==> src/rtl/osc_clkdiv.sv <==
// Bank of independent programmable clock dividers with glitch-free, tick-aligned
// reconfiguration; a stop request parks the output low only at a falling tick.
module osc_clkdiv #(
  parameter int NCH   = 4,
  parameter int DIV_W = 8,
  localparam int CW   = (NCH > 1) ? $clog2(NCH) : 1
) (
  input  logic             clk,
  input  logic             rst_n,
  input  logic             cfg_valid,
  output logic             cfg_ready,
  input  logic [CW-1:0]    cfg_ch,
  input  logic [DIV_W-1:0] cfg_div,
  input  logic             cfg_en,
  output logic [NCH-1:0]   div_clk,
  output logic [NCH-1:0]   tick,
  output logic [NCH-1:0]   busy
);

  logic [DIV_W-1:0] cnt_q      [NCH];
  logic [DIV_W-1:0] cnt_d      [NCH];
  logic [DIV_W-1:0] act_div_q  [NCH];
  logic [DIV_W-1:0] act_div_d  [NCH];
  logic [DIV_W-1:0] pend_div_q [NCH];
  logic [DIV_W-1:0] pend_div_d [NCH];
  logic [NCH-1:0]   en_q, en_d;
  logic [NCH-1:0]   pend_q, pend_d;
  logic [NCH-1:0]   pend_en_q, pend_en_d;
  logic [NCH-1:0]   dclk_q, dclk_d;
  logic             accept;

  // Out-of-range channel indices are always ready so the write is swallowed.
  always_comb begin
    cfg_ready = 1'b1;
    for (int i = 0; i < NCH; i++) begin
      if (cfg_ch == CW'(i)) cfg_ready = !pend_q[i];
    end
  end

  assign accept  = cfg_valid && cfg_ready;
  assign div_clk = dclk_q;
  assign busy    = pend_q;

  always_comb begin
    for (int i = 0; i < NCH; i++) begin
      tick[i] = en_q[i] && (cnt_q[i] == act_div_q[i]);
    end
  end

  always_comb begin
    for (int i = 0; i < NCH; i++) begin
      cnt_d[i]      = cnt_q[i];
      act_div_d[i]  = act_div_q[i];
      pend_div_d[i] = pend_div_q[i];
      en_d[i]       = en_q[i];
      pend_d[i]     = pend_q[i];
      pend_en_d[i]  = pend_en_q[i];
      dclk_d[i]     = dclk_q[i];

      if (en_q[i]) begin
        if (tick[i]) begin
          cnt_d[i]  = '0;
          dclk_d[i] = !dclk_q[i];
          if (pend_q[i]) begin
            if (pend_en_q[i]) begin
              act_div_d[i] = pend_div_q[i];
              pend_d[i]    = 1'b0;
            end else if (dclk_q[i]) begin
              // Falling tick: safe point to park the output low.
              en_d[i]   = 1'b0;
              pend_d[i] = 1'b0;
            end
          end
        end else begin
          cnt_d[i] = cnt_q[i] + DIV_W'(1);
        end
        // Accepted writes imply pend_q==0, so this never collides with an apply.
        if (accept && cfg_ch == CW'(i)) begin
          pend_d[i]     = 1'b1;
          pend_div_d[i] = cfg_div;
          pend_en_d[i]  = cfg_en;
        end
      end else if (accept && cfg_ch == CW'(i)) begin
        act_div_d[i] = cfg_div;
        en_d[i]      = cfg_en;
        cnt_d[i]     = '0;
        dclk_d[i]    = 1'b0;
      end
    end
  end

  always_ff @(posedge clk or negedge rst_n) begin
    if (!rst_n) begin
      for (int i = 0; i < NCH; i++) begin
        cnt_q[i]      <= '0;
        act_div_q[i]  <= '0;
        pend_div_q[i] <= '0;
      end
      en_q      <= '0;
      pend_q    <= '0;
      pend_en_q <= '0;
      dclk_q    <= '0;
    end else begin
      for (int i = 0; i < NCH; i++) begin
        cnt_q[i]      <= cnt_d[i];
        act_div_q[i]  <= act_div_d[i];
        pend_div_q[i] <= pend_div_d[i];
      end
      en_q      <= en_d;
      pend_q    <= pend_d;
      pend_en_q <= pend_en_d;
      dclk_q    <= dclk_d;
    end
  end

endmodule

==> config.mk <==
export PLATFORM = sky130hd
export DESIGN_NAME = osc_clkdiv
export DESIGN_NICKNAME = d
export VERILOG_FILES = /design/src/rtl/osc_clkdiv.sv
export SDC_FILE = /design/constraint.sdc
export NUM_CORES = 1
export LEC_CHECK = 0
export CAP_MARGIN = 15
export CORE_ASPECT_RATIO = 0.8
export CORE_MARGIN = 2
export CORE_UTILIZATION = 60
export CTS_BUF_LIST = sky130_fd_sc_hd__clkbuf_8
export DETAILED_ROUTE_END_ITERATION = 16
export PLACE_DENSITY = 0.79
export REMOVE_ABC_BUFFERS = 1
export SETUP_SLACK_MARGIN = 0.02
export SLEW_MARGIN = 20
export SYNTH_ARGS = -nofsm -noshare
export SYNTH_HDL_FRONTEND = slang
export SYNTH_SLANG_ARGS = --single-unit
==> constraint.sdc <==
create_clock -name clk -period 2.5 [get_ports clk]
set_input_delay 0.375 -clock clk [delete_from_list [all_inputs] [get_ports clk]]
set_output_delay 0.375 -clock clk [all_outputs]
set_load 0.02 [all_outputs]
==> results.txt, run 1 <==
CTS sink count: 112
Clk_lat worst skew: 0.38 ns
Largest family of logic cells by synthesized area: multiplexers
Critical Path End Type: primary output
CTS root buffer: clkbuf_8
Chip Height: 90.81 microns
Setup crit start kind: input pin
Commonest cells after routing, fill and taps aside: dfrtp_1 (112), nand2_1 (53), a21oi_1 (51)
Final Wtd Congestion: 0.8031
Tightest Hold Check Type: input pin to asynchronous set/reset pin
Synth Area in Simple Gates: 12.35%
Sum of negative setup slack: 0 ns
Critical Path, Cell by Cell: clkdlybuf4s50_1 > mux4_1 > inv_1 > dlygate4sd2_1
Antenna diodes: 0
Initial core utilization: 62.00%
IO buf count: 26
Leading area contributor after synthesis: dfrtp_1
Final setup violating endpoints: 0
PnR worst setup slack: 0.2152 ns
Run status: complete, no violations
Routed vias: 3,868
Distinct cell type count after synthesis: 46
Worst Path Arrival: 1.91 ns
Routed Antenna Nets: 0
CP max FO: 2
Slew margin rel.: 54.96%
Cts bufs inserted: 9
First-pass GRT wire length: 19,620 microns
Max Transition Viols Final: 0
Slowest stage delay, CP: 0.61 ns
Bufs on Longest Clock Path: 2
Vias in the first global route: 3,942
Proportion of layout cells with a drive suffix above 1: 21.01%
Slowest stage cell, crit path: mux4_1
GR Util All Layers: 23.88%
Post_cts resized: 5
Core Area: 9115 sq um
Die Wd: 112.5 microns
Reg2reg start: cnt_q[9]$_DFFE_PN0P_
Critical Path RT: 2.12 ns
Least-Margin Pin Slew: 0.6756 ns
LEAKAGE: 2.787 nW
Post-CTS setup buffer count: 0
Vias per cell: 5.799
Top post-synthesis cells by area: dfrtp_1 (50%), mux2_2 (8.8%), xnor2_1 (6.2%), a21oi_1 (4.5%), mux2i_1 (4.3%)
Crit-path leading delay family: buffers and inverters
Total wire length: 11,250 microns
PD cells: 1231 nW/um^2
Gate Count Post-Synth: 507
Largest net degree at the start of global routing: 52
RSZ-0062 raised after global routing: no
Max cap viols: 0
Share of the synthesized area in the top cell type: 49.59%
XOR/XNOR Fraction of Synth Area: 6.664%
Ys Warns: 0
Post-synthesis compound-gate area fraction: 12.22%
Sequential cell area fraction in the yosys report: 49.59%
Final hold violation count: 0
Post-synth EDFFs: 0
Top Ports: 27
Grt ovf: 0
Syn avg cell area: 11.15 sq um
Pre-CTS setup slack: -0.06148 ns
Worst path depth: 4
CTS tree: yes
FF-to-FF setup slack: 0.31 ns
Clock-pin slew on the worst setup and hold paths: 0.11 ns
Hold-fix buffers at CTS: 0
First-pass DRT Iterations: 4
Reg2reg end: act_div_q[12]$_DFFE_PN0P_
Mux cell area share after synthesis: 15.61%
Post-DP HPWL: 7948 microns
Crit Path Category: input pin to primary output
Clock skew: 0.01274 ns
Clock period minus worst slack: 2.285 ns
Iteration-0 DRC Markers: 270
Post-synth ARST share: 100.0%
DRC viols: 0
DR WL/cell: 16.87 microns
Yosys reg bits: 112
Reg2Reg Depth: 6
NumNets Final: 565
CP Buf/Inv Count: 3
Adder-cell share of the synthesized area: 0.8855%
Fmax: 0.4377 GHz
Most common cell after layout, fill and taps aside: dfrtp_1
Area delta synth->final: 12.66%
Num rows: 31
Min Hold Slack: 0.01975 ns
Antenna violations before repair: 0
Main synth FF type: dfrtp_1
Post-synth design cell area: 5652 sq um
Peak supply drop: 686.8 uV
Die ar.: 10,220 sq um
H-tree levels: 3
Period utilization: 91.39%
power by group:
part	total (mW)	switching [mW]	internal [mW]
Combinational	3.27	1.58	1.68
Sequential	3.35	0.731	2.62
Clock	1.22	0.620	0.598
Total	7.84	2.93	4.90
routing by layer:
metal | GRT usage, % | part of all wire, % | vias up
li1 | - | - | 1870
met1 | 33.72 | 47 | 1928
met2 | 38.20 | 48 | 61
met3 | 5.302 | 4.3 | 9
met4 | 5.285 | 0.89 | 0
met5 | 0 | 0 | -
per-stage QoR:
stage	power [mW]	cell area, sq um	instances	utilization [%]
final	7.836	6367	667	69.86
after global routing	8.394	6367	667	69.86
after CTS	7.870	6367	667	69.86
after detailed placement	6.654	6146	651	67.43
after global placement	6.457	6146	651	67.43
after floorplan	5.596	5534	487	-
layout make-up:
type	count	area, sq um
Timing Repair Buffer	49	461.7
Multi-Input combinational cell	366	2698
Sequential cell	112	2803
Tap cell	115	143.9
Clock buffer	10	137.6
Fill cell	660	2748
Clock inverter	6	90.09
Inverter	9	33.78
how the worst max path moves through the flow:
stage | end | from | slack (ns)
after floorplan | act_div_q[0]$_DFFE_PN0P_ | cnt_q[0]$_DFFE_PN0P_ | 0.45
after global placement | cfg_ready | cfg_ch[0] | -0.05
after detailed placement | cfg_ready | cfg_ch[0] | -0.06
after CTS | cfg_ready | cfg_ch[0] | 0.21
after global routing | tick[0] | cnt_q[30]$_DFFE_PN0P_ | 0.1
final | cfg_ready | cfg_ch[0] | 0.22
cells by family after synthesis:
| group | after synthesis |
|---|---|
| AOI/OAI and AO/OA | 112 |
| xor gates and xnor gates | 43 |
| adders and majority gates | 4 |
| buffers and inverters | 29 |
| DFF | 112 |
| muxes | 77 |
| and+or+nand+nor | 130 |
flip-flops by register name (all words and copies together), names as in the netlist:
signal and flops:
busy 4, act_div_q 32, pend_div_q 32, div_clk 4, en_q 4, cnt_q 32, pend_en_q 4
synthesized netlist by cell type, drive strengths merged (4+ instances only):
cell	instances
a21oi	62
dfrtp	112
nand2	54
mux2i	24
o21ai	29
buf	18
o2bb2ai	4
a22o	4
a211o	4
inv	9
nand3	11
o211ai	4
nand4	8
nand2b	4
ha	4
nor2	24
and3	4
nor3	8
mux2	52
or3	5
xnor2	40
Power figures use the tool's default switching activity.
==> run 2: changes to the inputs <==
Settings changed: CORE_MARGIN 2 to 5.
==> run 2 against run 1 <==
Compared with the run above: sequential power about the same; core utilization decreased by 0.43 points; first-iteration DRC count decreased by 2.2%; via count about the same; critical path depth unchanged.
==> results.txt, run 2 (synthesized netlist as in run 1, its figures left out) <==
Commonest cells after routing, fill and taps aside: dfrtp_1 (112), nand2_1 (53), a21oi_1 (51)
Initial core utilization: 62.00% (unchanged)
Sw Ratio: 37.85% (+0.44 points)
CTS sink count: 112 (unchanged)
Power share of the sequential group: 43.7% (+0.9 points)
Power Internal: 4.753 mW (-3.1%)
Iteration-0 DRC Markers: 264 (-2.2%)
Largest net degree at the start of global routing: 75 (+44%)
Max Transition Viols Final: 0 (unchanged)
Sum of negative setup slack: 0 ns (unchanged)
CTS tree: yes
Chip Height: 96.81 microns (+6.6%)
H-tree levels: 3 (unchanged)
Final Instance Count excl. Fillers: 668 (+0.15%)
Crit-path leading delay family: buffers and inverters
FF-to-FF setup slack: 0.59 ns (+0.28 ns)
GR Util met3: 5.656% (+0.35 points)
Comb power frac: 42.6% (+0.9 points)
Routed vias: 3,867 (-0.026%)
Run status: complete, no violations
Met2 Use GR: 31.43% (-6.8 points)
Final setup violating endpoints: 0 (unchanged)
Least-Margin Pin Slew: 0.5135 ns (-0.1621 ns)
Slowest stage delay, CP: 0.62 ns (about the same)
Reg2Reg Depth: 7 (+1)
Critical Path, Cell by Cell: clkdlybuf4s50_1 > mux4_1 > inv_1 > dlygate4sd2_1
GR Layer Usage met1: 29.08% (-4.6 points)
Vias per cell: 5.789 (-0.18%)
Clock skew: 0.007918 ns (-0.004819 ns)
PnR worst setup slack: 0.2179 ns (+0.002662 ns)
Area delta synth->final: 11.98%
DR WL/cell: 16.51 microns (-2.2%)
Setup crit start kind: input pin
Proportion of layout cells with a drive suffix above 1: 20.98% (-0.038 points)
Slowest stage cell, crit path: mux4_1
Num rows: 31 (unchanged)
IO buf count: 26 (unchanged)
Final hold violation count: 0 (unchanged)
Clock-pin slew on the worst setup and hold paths: 0.09 ns (-0.02 ns)
First-pass DRT Iterations: 5 (+1)
Die Wd: 118.5 microns (+5.3%)
Vias in the first global route: 3,950 (+0.20%)
Placed Cells: 651 (unchanged)
Grt ovf: 0 (unchanged)
Slew margin rel.: 65.64% (+11 points)
PD cells: 1208 nW/um^2 (-1.8%)
Crit Path Category: input pin to primary output
LEAKAGE: 2.772 nW (-0.52%)
First-pass GRT wire length: 19,380 microns (-1.2%)
# fillers: 686 (+3.9%)
Top flop regs: act_div_q (32), cnt_q (32), pend_div_q (32)
Most common cell after layout, fill and taps aside: dfrtp_1
Reg2reg start: cnt_q[24]$_DFFE_PN0P_
GR peak layer: met2
CP Buf/Inv Count: 3 (unchanged)
CTS root buffer: clkbuf_8
Antenna violations before repair: 0 (unchanged)
Fmax: 0.4382 GHz (+0.12%)
Period utilization: 91.29% (-0.11 points)
Bufs on Longest Clock Path: 2 (unchanged)
Peak supply drop: 849.1 uV (+24%)
Post-DP HPWL: 7865 microns (-1.1%)
Cts bufs inserted: 9 (unchanged)
Die ar.: 11,470 sq um (+12%)
CP max FO: 2 (unchanged)
Psw: 2.895 mW (-1.3%)
NumNets Final: 566 (+0.18%)
Clock share of power: 13.7% (-1.8 points)
Max cap viols: 0 (unchanged)
GR Util All Layers: 20.49% (-3.4 points)
Critical Path RT: 2.12 ns (about the same)
DRC viols: 0 (unchanged)
Clock period minus worst slack: 2.282 ns (-0.002662 ns)
Antenna diodes: 0 (unchanged)
Reg2reg end: act_div_q[24]$_DFFE_PN0P_
Core Area: 9115 sq um (unchanged)
RSZ-0062 raised after global routing: no
Pre-CTS setup slack: -0.05624 ns (+0.005237 ns)
Top Ports: 27 (unchanged)
Critical Path End Type: primary output
Final Wtd Congestion: 0.8197 (+2.1%)
Routed Antenna Nets: 0 (unchanged)
Tightest Hold Check Type: input pin to asynchronous set/reset pin
Worst Path Arrival: 1.91 ns (about the same)
Clk_lat worst skew: 0.38 ns (about the same)
Total wire length: 11,030 microns (-2.0%)
## run 2: routing by layer
layer	wire, microns	share of wire, %
met4	123	1.1
met2	5201	47
met3	442	4.0
met5	0	0
met1	5260	48
## run 2: what timing repair did
item / CTS / global route
endpoints found under the setup margin: 5 / 0
endpoints found under the hold margin: 16 / 0
hold buffers: 1 / 0
resized for setup: 5 / 0
setup buffers: 0 / 0
## run 2: power by group through the flow
stage / Combinational, mW / Clock (mW) / Sequential [mW]
after floorplan: 2.22 / 0 / 3.37
after global placement: 3.13 / 0 / 3.33
after detailed placement: 3.28 / 0 / 3.37
after CTS: 3.29 / 1.08 / 3.34
after global routing: 3.62 / 1.16 / 3.46
final: 3.26 / 1.05 / 3.34
## run 2: metrics by stage
stage	utilization [%]	total power [mW]	area, sq um	hold WS (ns)
final	69.43	7.648	6329	0.3975
after global routing	69.43	8.238	6329	0.3978
after CTS	69.43	7.701	6329	0.3971
after detailed placement	67.29	6.646	6133	0.2621
after global placement	67.29	6.457	6133	0.2609
after floorplan	-	5.596	5534	0.07941
## run 2: cell type report
cell class	instances	area [sq um]	area share, %
well taps	115	143.9	2.274
inverters	9	33.78	0.5338
repair buffers	50	459.2	7.256
flip-flops and latches	112	2803	44.29
clock buffers	12	165.2	2.610
clock inverters	4	26.28	0.4152
multi-input cells	366	2698	42.63
## run 2: how the worst max path moves through the flow
stage          depth (start not counted)  slack, ns                       end                   from
6_report                               4       0.22                 cfg_ready              cfg_ch[0]
2_1_floorplan                          5       0.45  act_div_q[0]$_DFFE_PN0P_   cnt_q[0]$_DFFE_PN0P_
5_1_grt                                4       0.11                   tick[0]  cnt_q[31]$_DFFE_PN0P_
3_5_place_dp                           4      -0.06                 cfg_ready              cfg_ch[0]
4_1_cts                                4       0.22                 cfg_ready              cfg_ch[0]
3_3_place_gp                           4      -0.06                 cfg_ready              cfg_ch[0]
